--- src/rtl/ex_pkg.sv ---
// Shared encodings for the EX-stage multiply/divide unit.
package ex_pkg;

    typedef enum logic [1:0] {
        OP_MUL_LO = 2'b00,
        OP_MUL_HI = 2'b01,
        OP_DIV    = 2'b10,
        OP_REM    = 2'b11
    } op_e;

    typedef enum logic [1:0] {
        S_IDLE,
        S_CALC,
        S_DONE
    } state_e;

    localparam int MAX_WIDTH = 64;

    // Quotient returned on divide-by-zero; sliced to the unit width.
    localparam logic [MAX_WIDTH-1:0] DZ_QUOT = '1;

endpackage

--- src/rtl/muldiv_step.sv ---
// One iteration of shift-add multiply or restoring divide on a 2*WIDTH accumulator.
module muldiv_step #(
    parameter int WIDTH = 32
) (
    input  logic [2*WIDTH-1:0] acc,
    input  logic [WIDTH-1:0]   opnd,
    input  logic               is_div,
    output logic [2*WIDTH-1:0] acc_next,
    output logic               qbit
);

    logic [WIDTH:0] sum;
    logic [WIDTH:0] rem_sh;
    logic [WIDTH:0] diff;

    always_comb begin
        sum      = {1'b0, acc[2*WIDTH-1:WIDTH]} + (acc[0] ? {1'b0, opnd} : '0);
        rem_sh   = acc[2*WIDTH-1:WIDTH-1];
        diff     = rem_sh - {1'b0, opnd};
        qbit     = 1'b0;
        acc_next = {sum, acc[WIDTH-1:1]};
        // Divide: high half is the partial remainder, low half shifts dividend
        // bits out and leaves a zero slot for the quotient bit.
        if (is_div) begin
            qbit     = ~diff[WIDTH];
            acc_next = {(qbit ? diff[WIDTH-1:0] : rem_sh[WIDTH-1:0]), acc[WIDTH-2:0], 1'b0};
        end
    end

endmodule

--- src/rtl/ex_muldiv.sv ---
// Multi-cycle signed/unsigned multiply/divide unit with valid/ready handshake and flush.
module ex_muldiv
    import ex_pkg::*;
#(
    parameter int WIDTH = 32,
    parameter int CNT_W = $clog2(WIDTH + 1)
) (
    input  logic             clk,
    input  logic             rst_n,
    input  logic             flush,
    input  logic             in_valid,
    output logic             in_ready,
    input  logic [1:0]       op,
    input  logic             is_signed,
    input  logic [WIDTH-1:0] src_a,
    input  logic [WIDTH-1:0] src_b,
    output logic             out_valid,
    input  logic             out_ready,
    output logic [WIDTH-1:0] res,
    output logic             dz,
    output logic             busy
);

    state_e             state, state_n;
    op_e                op_q;
    logic               sign_q;
    logic [2*WIDTH-1:0] acc, acc_next, acc_upd, prod;
    logic [WIDTH-1:0]   opnd, a_mag, b_mag, quot, rem, result;
    logic [CNT_W-1:0]   cnt;
    logic               qbit, is_div, accept, start, dz_hit, finish;
    logic               sa, sb, div_req, last;

    assign sa      = is_signed & src_a[WIDTH-1];
    assign sb      = is_signed & src_b[WIDTH-1];
    assign a_mag   = sa ? -src_a : src_a;
    assign b_mag   = sb ? -src_b : src_b;
    assign div_req = (op == OP_DIV) || (op == OP_REM);
    assign is_div  = (op_q == OP_DIV) || (op_q == OP_REM);
    assign last    = (cnt == CNT_W'(WIDTH - 1));

    assign in_ready  = (state == S_IDLE) || ((state == S_DONE) && out_ready);
    assign accept    = in_valid & in_ready & ~flush;
    assign out_valid = (state == S_DONE);
    assign busy      = (state != S_IDLE);

    muldiv_step #(.WIDTH(WIDTH)) u_step (
        .acc      (acc),
        .opnd     (opnd),
        .is_div   (is_div),
        .acc_next (acc_next),
        .qbit     (qbit)
    );

    // Final iteration's value feeds sign correction directly so the result
    // registers on the WIDTH-th CALC edge.
    always_comb begin
        acc_upd = acc_next | {{(2*WIDTH-1){1'b0}}, qbit};
        prod    = sign_q ? -acc_upd : acc_upd;
        quot    = sign_q ? -acc_upd[WIDTH-1:0] : acc_upd[WIDTH-1:0];
        rem     = sign_q ? -acc_upd[2*WIDTH-1:WIDTH] : acc_upd[2*WIDTH-1:WIDTH];
        result  = '0;
        case (op_q)
            OP_MUL_LO: result = prod[WIDTH-1:0];
            OP_MUL_HI: result = prod[2*WIDTH-1:WIDTH];
            OP_DIV:    result = quot;
            OP_REM:    result = rem;
            default:   result = '0;
        endcase
    end

    always_ff @(posedge clk or negedge rst_n) begin
        if (!rst_n) state <= S_IDLE;
        else        state <= state_n;
    end

    always_comb begin
        state_n = state;
        start   = 1'b0;
        dz_hit  = 1'b0;
        finish  = 1'b0;
        case (state)
            S_IDLE, S_DONE: begin
                if ((state == S_DONE) && out_ready) state_n = S_IDLE;
                if (accept) begin
                    if (div_req && (src_b == '0)) begin
                        state_n = S_DONE;
                        dz_hit  = 1'b1;
                    end else begin
                        state_n = S_CALC;
                        start   = 1'b1;
                    end
                end
            end
            S_CALC: begin
                if (last) begin
                    state_n = S_DONE;
                    finish  = 1'b1;
                end
            end
            default: state_n = S_IDLE;
        endcase
        // Flush wins over everything, including a result landing this edge.
        if (flush) begin
            state_n = S_IDLE;
            start   = 1'b0;
            dz_hit  = 1'b0;
            finish  = 1'b0;
        end
    end

    always_ff @(posedge clk or negedge rst_n) begin
        if (!rst_n) begin
            acc    <= '0;
            opnd   <= '0;
            cnt    <= '0;
            op_q   <= OP_MUL_LO;
            sign_q <= 1'b0;
            res    <= '0;
            dz     <= 1'b0;
        end else begin
            if (start) begin
                acc  <= {{WIDTH{1'b0}}, a_mag};
                opnd <= b_mag;
                cnt  <= '0;
            end else if (state == S_CALC) begin
                acc <= acc_upd;
                cnt <= cnt + CNT_W'(1);
            end
            if (start || dz_hit) begin
                op_q   <= op_e'(op);
                sign_q <= (op == OP_REM) ? sa : (sa ^ sb);
            end
            if (dz_hit) begin
                res <= (op == OP_DIV) ? DZ_QUOT[WIDTH-1:0] : src_a;
                dz  <= 1'b1;
            end else if (finish) begin
                res <= result;
                dz  <= 1'b0;
            end
        end
    end

endmodule

--- config.mk ---
export PLATFORM = sky130hd
export DESIGN_NAME = ex_muldiv
export DESIGN_NICKNAME = d
export VERILOG_FILES = /design/src/rtl/ex_pkg.sv /design/src/rtl/muldiv_step.sv /design/src/rtl/ex_muldiv.sv
export SDC_FILE = /design/constraint.sdc
export NUM_CORES = 1
export LEC_CHECK = 0
export ABC_AREA = 0
export CAP_MARGIN = 20
export CORE_UTILIZATION = 60
export CTS_CLUSTER_DIAMETER = 200
export DETAILED_ROUTE_END_ITERATION = 8
export PLACE_DENSITY = 0.88
export REMOVE_ABC_BUFFERS = 1
export SYNTH_ARGS = -nofsm -noshare
export SYNTH_HDL_FRONTEND = slang
export SYNTH_HIERARCHICAL = 1
export SYNTH_SLANG_ARGS = --single-unit
--- constraint.sdc ---
create_clock -name clk -period 10.8 [get_ports clk]
set_input_delay 1.08 -clock clk [delete_from_list [all_inputs] [get_ports clk]]
set_output_delay 1.08 -clock clk [all_outputs]
set_load 0.01 [all_outputs]
==> impl_results.md <==
* Register area share after synthesis at between 20% and 30%
* CP max stage cell: nor4b_1
* First-pass GRT wire length at 72500 um
* Synthesized flop and latch total at 140
* Peak supply drop at roughly 110 uV
* Required @ worst endpoint at between 10 and 15 ns
* CTS-repair resized insts at 0
* Most frequent cells in the layout: nand2_1, nor2_1, a21oi_1, dfrtp_1, o21ai_0
* Cell family with most CP delay: simple AND/OR/NAND/NOR gates
* Max FO, Critical Path at 37
* Total gr overflow at 0
* Hold Path Class: flop to flop
* Clk root buf: clkbuf_16
* Total Nets Final at between 2k and 2.5k
* Layout cells sized above 1 at 6.66%
* WP data arrival at 7.20 ns
* Clock sinks at 140
* # rows at 55
* Initial antenna violation count at 0
* Final period utilization at 64.0%
* Crit-path cells: inv_1 -> ha_1 -> fa_1 -> nor2b_1 -> o2111ai_1 -> a2111oi_0 -> or3_1 -> a21oi_1 -> a311oi_4 -> buf_4 -> mux2_2 -> nand2_1 -> o21ai_0 -> nor4_1 -> nor4b_1 -> nand3_1 -> or4_2 -> o2111ai_1 -> o221ai_1
* Fillers at 1883
* Area delta synth->final at 12.9%
* Yosys top cell area share at 24.9%
* H-tree depth at 4
* Antenna Cells at 0
* Routed wire length at 45300 um
* Clock slew seen by the registers of the worst setup and hold paths at 0.07 ns
* Max Root-Sink Buffers at 2
* Post-synthesis cell area at 0.0141 mm^2
* Relative slew slack at between 20% and 30%
* Number of remaining DRC errors at 0
* Worst hold slack at 0.503 ns
* Final Instance Area at 0.0159 mm^2
* Status: complete, no violations
* Most used cell, CP: o2111ai_1
* Syn avg cell area at approximately 7.6 um^2
* Die X at 155 um
* Die height at around 160 um
* Synth warnings at 6
* Ports at 108
* Clock skew at 0.0123 ns
* CTS tree: built
* Final Max Tran Viols at 0
* Slew @ Worst Pin at about 1.1 ns
* Worst Path Buf+Inv at 2
* Post-Synthesis Cells at 1857
* TritonCTS Buffers at 17
* Largest net degree at the start of global routing at 76
* P_leak at 6.67 nW
* CTS Hold Bufs at 0
* RSZ-0062 raised after global routing: no
* Async SR Flop Fraction at 100%
* Critical Path Start Type: flop
* Vias after detailed routing at 14.8k
* Final std cells w/o fill at between 2k and 2.5k
* Unique masters post-synth at 80
* Setup bufs post-CTS at 0
* RePlAce Congestion at between 0.9 and 1
* Synth area leaders: dfrtp_1, nand2_1, ha_1
* Final hold violation count at 0
* Synth Flop Type: dfrtp_1
* Gr usage total at 38.1%
* Iteration-0 DRC Markers at approximately 1.6k
* Pwr Density at between 200 and 250 mW/mm^2
* Top cell type by total area after synthesis: dfrtp_1
* Die area at 0.0241 mm^2
* Post-placement cell count at 2188
* Fmax achieved at 145 MHz
* Port Buffers at 107
* CP Capture Type: flop
* Endpoints failing setup at 0
* Core ar. at ~0.023 mm^2
* Via density at 6.65
* ANT nets after route at 0
* CP Class: flop to flop
* Clk_lat worst skew at 0.44 ns
* DP Wirelength at about 33000 um
* Fin crit period at 6.92 ns
* Commonest non-fill, non-tap cell in the layout: nand2_1
* R2r setup slk at 3.88 ns
* Vias in the first global route at 13.8k
* Starting Density at 61.6%
* Sum of negative setup slack at 0 ns
* DRT Pass-1 Iters at 6
* EDFF count, synth at 0
* CP peak stage delay at 0.95 ns
* Dpl cell area at 0.0152 mm^2
* Max cap viols at 0
* Wire length per cell at a little over 20 um
-- worst register-to-register path: cells and delay by family, from the launching register on --
| family | cells | cell delay (ns) |
|---|---|---|
| buffers and inverters | 2 | 0.61 |
| and+or+nand+nor | 7 | 2.80 |
| adders and majority gates | 2 | 0.64 |
| AOI/OAI and AO/OA | 7 | 1.97 |
| DFF | 1 | 0.34 |
| muxes | 1 | 0.43 |
-- path summary, 6_finish.rpt --
path                                      start              endpoint  cells past startpoint
setup / recovery            acc[31]$_DFFE_PN0P_   res[23]$_DFFE_PN0P_                     19
hold / removal             opnd[14]$_DFFE_PN0P_  opnd[14]$_DFFE_PN0P_                      2
setup reg to reg            acc[31]$_DFFE_PN0P_   res[23]$_DFFE_PN0P_                     19
hold reg to reg            opnd[14]$_DFFE_PN0P_  opnd[14]$_DFFE_PN0P_                      2
max in group asynchronous                 rst_n  opnd[22]$_DFFE_PN0P_                      2
min in group asynchronous                 rst_n    acc[5]$_DFFE_PN0P_                      1
-- routing by layer --
metal,GRT usage (%),vias up,wire [um]
met4,17.4,0,1810
met5,0,-,0
met1,49.6,7004,18500
met3,6.24,143,4020
met2,62.2,855,20900
li1,-,6761,-
-- logic make-up after synthesis --
group                      after synthesis  synth area share [%]
and+or+nand+nor                        691                  23.6
AOI/OAI and AO/OA                      551                  25.1
buffers and inverters                  178                  5.18
xor gates and xnor gates               173                  10.8
DFF                                    140                  24.9
adders and majority gates               70                  6.33
muxes                                   54                  4.14
-- flip-flops by register name (all words and copies together) (netlist names) --
register  count
cnt           6
state         2
op_q          2
dz            1
sign_q        1
res          32
acc          64
opnd         32
-- report_power, final --
part | switching (mW) | leakage [nW] | internal, mW
sequential | 0.162 | 1.75 | 0.658
combinational | 1.52 | 4.62 | 0.948
clock | 0.259 | 0.291 | 0.372
-- cell type report --
| cell class | instances | area, um^2 | area share (%) |
|---|---|---|---|
| multi-input cells | 1539 | 9870 | 62.1 |
| flip-flops and latches | 140 | 3510 | 22.1 |
| repair buffers | 127 | 1240 | 7.82 |
| clock buffers | 19 | 443 | 2.79 |
| well taps | 313 | 392 | 2.47 |
| inverters | 71 | 267 | 1.68 |
| clock inverters | 12 | 163 | 1.02 |
-- cells in the mapped netlist (5+ instances only) --
master / count
a211o_1: 5
a211oi_1: 18
a21boi_0: 7
a21o_1: 35
a21oi_1: 168
a221o_1: 6
a31oi_1: 43
and2_1: 39
and3_1: 14
and4_1: 5
buf_1: 6
buf_2: 15
buf_6: 5
clkbuf_1: 80
dfrtp_1: 140
ha_1: 68
inv_1: 71
mux2_2: 33
mux2i_1: 21
nand2_1: 250
nand2b_1: 14
nand3_1: 33
nand4_1: 16
nor2_1: 174
nor2b_1: 14
nor3_1: 37
nor4_1: 24
nor4_2: 5
o211ai_1: 16
o21a_1: 6
o21ai_0: 116
o221ai_1: 17
o22ai_1: 10
o31ai_1: 32
o41ai_1: 18
or2_2: 7
or3_1: 24
or4_1: 11
xnor2_1: 87
xor2_1: 86
-- stage by stage --
step                worst slack, ns  total power [mW]  util, %
global placement               4.22              3.13     66.7
CTS                            4.00              3.82     69.4
detailed placement             4.02              3.17     66.7
floorplan                      4.74              2.55        -
finish                         3.88              3.92     69.5
global route                   3.42              4.16     69.5
No activity file was read; power rests on OpenSTA's default activity.
